### src/rtl/mul4_pkg.sv
// Shared constants and state encoding for the sequential 4x4 shift-add multiplier.
package mul4_pkg;

   localparam int W    = 4;
   localparam int ITER = 4;

   typedef enum logic [1:0] {
      IDLE = 2'd0,
      RUN  = 2'd1,
      DONE = 2'd2
   } mul_state_t;

endpackage

### src/rtl/sum4.sv
// 4-bit ripple-carry adder; per-bit full-adder cells chained through the carry.
module sum4 (
   input  logic [3:0] A,
   input  logic [3:0] B,
   input  logic       c_in,
   output logic [3:0] S,
   output logic       c_out
);

   logic [4:0] c;

   assign c[0] = c_in;

   genvar i;
   generate
      for (i = 0; i < 4; i++) begin : g_fa
         assign S[i]   = A[i] ^ B[i] ^ c[i];
         assign c[i+1] = (A[i] & B[i]) | (c[i] & (A[i] ^ B[i]));
      end
   endgenerate

   assign c_out = c[4];

endmodule

### src/rtl/mul4_seq.sv
// Sequential 4x4 unsigned shift-add multiplier: one add+shift per cycle through sum4,
// 8-bit product registered on the final iteration with a one-cycle done pulse.
module mul4_seq
   import mul4_pkg::*;
(
   input  logic         clk,
   input  logic         reset,
   input  logic         start,
   input  logic [W-1:0] A,
   input  logic [W-1:0] B,
   output logic [2*W-1:0] P,
   output logic         busy,
   output logic         done
);

   mul_state_t   state, state_nx;
   logic [W-1:0] m, q, acc;
   logic [1:0]   cnt;
   logic [W-1:0] add_b, add_s;
   logic         add_co;
   logic         load, step, last;
   logic [2*W:0] shifted;

   // Add stage only contributes the multiplicand when the current multiplier bit is set.
   assign add_b = q[0] ? m : '0;

   sum4 u_sum4 (
      .A     (acc),
      .B     (add_b),
      .c_in  (1'b0),
      .S     (add_s),
      .c_out (add_co)
   );

   // Carry lands in the top of ACC; Q[0] has been consumed and drops out.
   assign shifted = {add_co, add_s, q};

   always_comb begin
      state_nx = state;
      load     = 1'b0;
      step     = 1'b0;
      last     = 1'b0;
      busy     = 1'b0;
      done     = 1'b0;
      case (state)
         IDLE: begin
            if (start) begin
               load     = 1'b1;
               state_nx = RUN;
            end
         end
         RUN: begin
            busy = 1'b1;
            step = 1'b1;
            if (cnt == 2'(ITER - 1)) begin
               last     = 1'b1;
               state_nx = DONE;
            end
         end
         DONE: begin
            done = 1'b1;
            if (start) begin
               load     = 1'b1;
               state_nx = RUN;
            end else begin
               state_nx = IDLE;
            end
         end
         default: state_nx = IDLE;
      endcase
   end

   always_ff @(posedge clk) begin
      if (reset) begin
         state <= IDLE;
         m     <= '0;
         q     <= '0;
         acc   <= '0;
         cnt   <= '0;
         P     <= '0;
      end else begin
         state <= state_nx;
         if (load) begin
            m   <= A;
            q   <= B;
            acc <= '0;
            cnt <= '0;
         end else if (step) begin
            {acc, q} <= shifted[2*W:1];
            cnt      <= cnt + 2'd1;
         end
         if (last)
            P <= shifted[2*W:1];
      end
   end

endmodule

### config.mk
export PLATFORM = sky130hd
export DESIGN_NAME = mul4_seq
export DESIGN_NICKNAME = d
export VERILOG_FILES = /design/src/rtl/mul4_pkg.sv /design/src/rtl/sum4.sv /design/src/rtl/mul4_seq.sv
export SDC_FILE = /design/constraint.sdc
export NUM_CORES = 1
export LEC_CHECK = 0
export CAP_MARGIN = 40
export CELL_PAD_IN_SITES_DETAIL_PLACEMENT = 0
export CELL_PAD_IN_SITES_GLOBAL_PLACEMENT = 2
export CORE_ASPECT_RATIO = 1.4
export CORE_UTILIZATION = 29
export DETAILED_ROUTE_END_ITERATION = 12
export PLACE_DENSITY_LB_ADDON = 0.15
export SYNTH_ARGS = -nofsm -noshare
export SYNTH_HDL_FRONTEND = slang
export SYNTH_SLANG_ARGS = --single-unit
### constraint.sdc
create_clock -name clk -period 2.4 [get_ports clk]
set_input_delay 0.24 -clock clk [delete_from_list [all_inputs] [get_ports clk]]
set_output_delay 0.24 -clock clk [all_outputs]
set_load 0.02 [all_outputs]
==> run_results.csv <==
group,metric,value,unit
run_status,run_status,"completed",
worst_hold_path,holdCritPathClass,"flip-flop to flip-flop",
sta,slew_headroom,0.576,
power_and_ir_drop,irDropWorstVdd,0.306,mV
clock_tree,cts-root-buf,"clkbuf_8",
worst_setup_path,required,2.59,ns
logic_synthesis,synth_ff_type,"dfxtp_1",
logic_synthesis,synth_nets,131,
sta,period_share,0.859,
grt,antenna_found_initial,0,
worst_hold_path,holdPathStages,2,
clock_tree,clock_latency,0.26,ns
die,pin_count,21,
logic_synthesis,syn_area,1040,um2
clock_tree,cts_sinks,24,
die,die_h,73.0,um
worst_setup_path,critPathKind,"flip-flop to flip-flop",
logic_synthesis,synth_fa_ha_area_frac,0.0815,
clock_tree,numCtsBuffers,3,
power_and_ir_drop,total_power,758,uW
die,die_area,3850,um2
worst_setup_path,path_cells,"and2_1 > ha_1 > inv_1 > fa_1 > inv_1 > fa_1 > inv_1 > fa_1 > a211oi_1",
die,num_rows,25,
drt,vias_per_cell,4.63,
worst_setup_path,r2r_end,"P[6]",
grt,grt_pass1_wl,3630,um
grt,grt_pass1_vias,779,
place,place_congestion,0.739,
logic_synthesis,synth_simple_gate_area_share,0.222,
finish,layout_common_cells,"24 x dfxtp_1, 24 x nand2_1, 20 x clkdlybuf4s50_1, 11 x a21oi_1",
logic_synthesis,synthCells,115,
clock_tree,cts_buffer_depth,2,
worst_setup_path,worst_path_max_delay_cell,"fa_1",
logic_synthesis,synth_xor_area_frac,0.00839,
die,start_util,0.306,
worst_setup_path,cp-start-kind,"flip-flop",
drt,postRouteAntennaNets,0,
finish,syn2layout_area_growth,22.7,%
finish,diodes,0,
clock_tree,cts_tree,"built",
clock_tree,ctsHoldBuffers,0,
drt,drtPass1Iterations,2,
sta,worst_slew_pin_slew,0.634,ns
sta,final.setup.tns,0,ns
sta,setup_violations,0,
sta,hold_viol_final,0,
drt,finalWirelength,2100,um
logic_synthesis,synth-seq-area-share,0.460,
worst_setup_path,slowest_delay,0.46,ns
finish,nNetsFinal,150,
worst_setup_path,cp.arrival,2.25,ns
worst_setup_path,r2r_cells,9,
place,hpwl,1580,um
grt,gr-total-overflow,0,
logic_synthesis,synthMuxAreaShare,0,
power_and_ir_drop,power_density,592,nW/um2
sta,clock.fmax,485,MHz
sta,maxSlewViolCount,0,
place,place_inst,169,
worst_setup_path,crit_buf_inv,3,
finish,layout-drive-gt1-share,0.0833,
logic_synthesis,ys_ff_latch,24,
drt,wl_per_cell,12.2,um
grt,globalRouteTotalUtil,0.132,
sta,rsz0062_at_grt,"false",
place,numPortBuffers,20,
sta,fin_crit,2.06,ns
worst_setup_path,cp_top_family,"adder cells",
worst_setup_path,endpoint_kind,"flip-flop",
worst_setup_path,rrSetupSlack,0.34,ns
finish,fill_cells,372,
logic_synthesis,postSynthAreaPerCell,9.07,um2
drt,drt_iter0_drc,1,
worst_setup_path,rr_startpoint,"q[0]",
clock_tree,htreeDepth,1,
drt,vias,797,
die,die_w,52.7,um
worst_setup_path,critPathMaxFanout,5,
clock_tree,cts_setup_buffers,0,
power_and_ir_drop,power_leakage,0.445,nW
sta,skew,0.00506,ns
logic_synthesis,yosysWarningCount,0,
grt,grt_max_degree,20,
clock_tree,cts-resized-gates,0,
clock_tree,cts.clk_slew.worst_paths,0.08,ns
finish,final_cells,172,
logic_synthesis,synth_cell_type_count,27,
logic_synthesis,synth_edf_count,0,
logic_synthesis,async_flop_share,0,
logic_synthesis,synth_top_family_by_area,"simple AND/OR/NAND/NOR gates",
worst_hold_path,worstHoldEndpoint,"P[1]",
drt,remaining_drc_errors,0,
die,core-area,3410,um2
logic_synthesis,synth_compound_gate_area_share,0.141,
worst_hold_path,min_from,"P[1]",
flow_run,max_cap_viol_count,0,
worst max path at each step:
stage,end,slack (ns),start,cells after the start
after floorplan,P[6],0.44,q[0],9
after global placement,P[6],0.36,q[0],9
after detailed placement,P[6],0.33,q[0],9
after CTS,P[6],0.31,q[0],9
after global routing,P[6],0.16,q[0],9
final,P[6],0.34,q[0],9
tightest hold or removal path, cell delays in order (launching register included):
cell     delay, ns
dfxtp_1       0.31
nand2_1       0.05
a21oi_1       0.05
layer usage:
metal / GRT usage / wire, um / share of wire
met4: 0.0702 / 24 / 0.011
met1: 0.168 / 1000 / 0.48
met5: 0 / 0 / 0
met3: 0.0188 / 43 / 0.021
met2: 0.210 / 1030 / 0.49
power by group:
group | switching [mW] | total, mW | internal (mW)
Combinational | 0.0503 | 0.0935 | 0.0432
Sequential | 0.0123 | 0.428 | 0.415
Clock | 0.124 | 0.236 | 0.112
Total | 0.187 | 0.758 | 0.571
cell usage after synthesis (2+ instances only):
cell / instances / area share
dfxtp_1: 24 / 0.46
nand2_1: 24 / 0.086
a21oi_1: 11 / 0.053
nor2_1: 8 / 0.029
nor3_1: 8 / 0.038
inv_1: 5 / 0.018
o22ai_1: 4 / 0.024
a211oi_1: 3 / 0.022
a211oi_2: 3 / 0.036
fa_1: 3 / 0.058
and2_1: 2 / 0.012
buf_6: 2 / 0.022
clkbuf_1: 2 / 0.0072
ha_1: 2 / 0.024
nand2b_1: 2 / 0.012
flip-flops by register name, indices dropped and copies added, names as in the netlist:
| name | count |
|---|---|
| P | 8 |
| acc | 4 |
| cnt | 2 |
| m | 4 |
| q | 4 |
| state | 2 |
cell type report:
cell class,instances,area (um2),share of cell area
clock buffers,3,41.3,0.0323
inverters,6,27.5,0.0215
multi-input cells,78,473,0.370
flip-flops and latches,24,480,0.375
well taps,40,50.0,0.0391
repair buffers,21,208,0.162
logic make-up after synthesis:
kind of cell / after synthesis
flip-flops: 24
AO/OA/AOI/OAI: 22
XOR/XNOR: 1
adder cells (fa/ha/maj): 5
buffers and inverters: 13
AND/OR/NAND/NOR: 50
stage by stage:
step            util  setup slack (ns)  hold slack [ns]  area (um2)
3_5_place_dp   0.363             0.333            0.447        1240
6_report       0.375             0.337            0.455        1280
3_3_place_gp   0.363             0.363            0.447        1240
4_1_cts        0.375             0.312            0.459        1280
2_1_floorplan      -             0.439            0.376        1040
5_1_grt        0.375             0.157            0.475        1280
(Power assumes the default switching activity.)
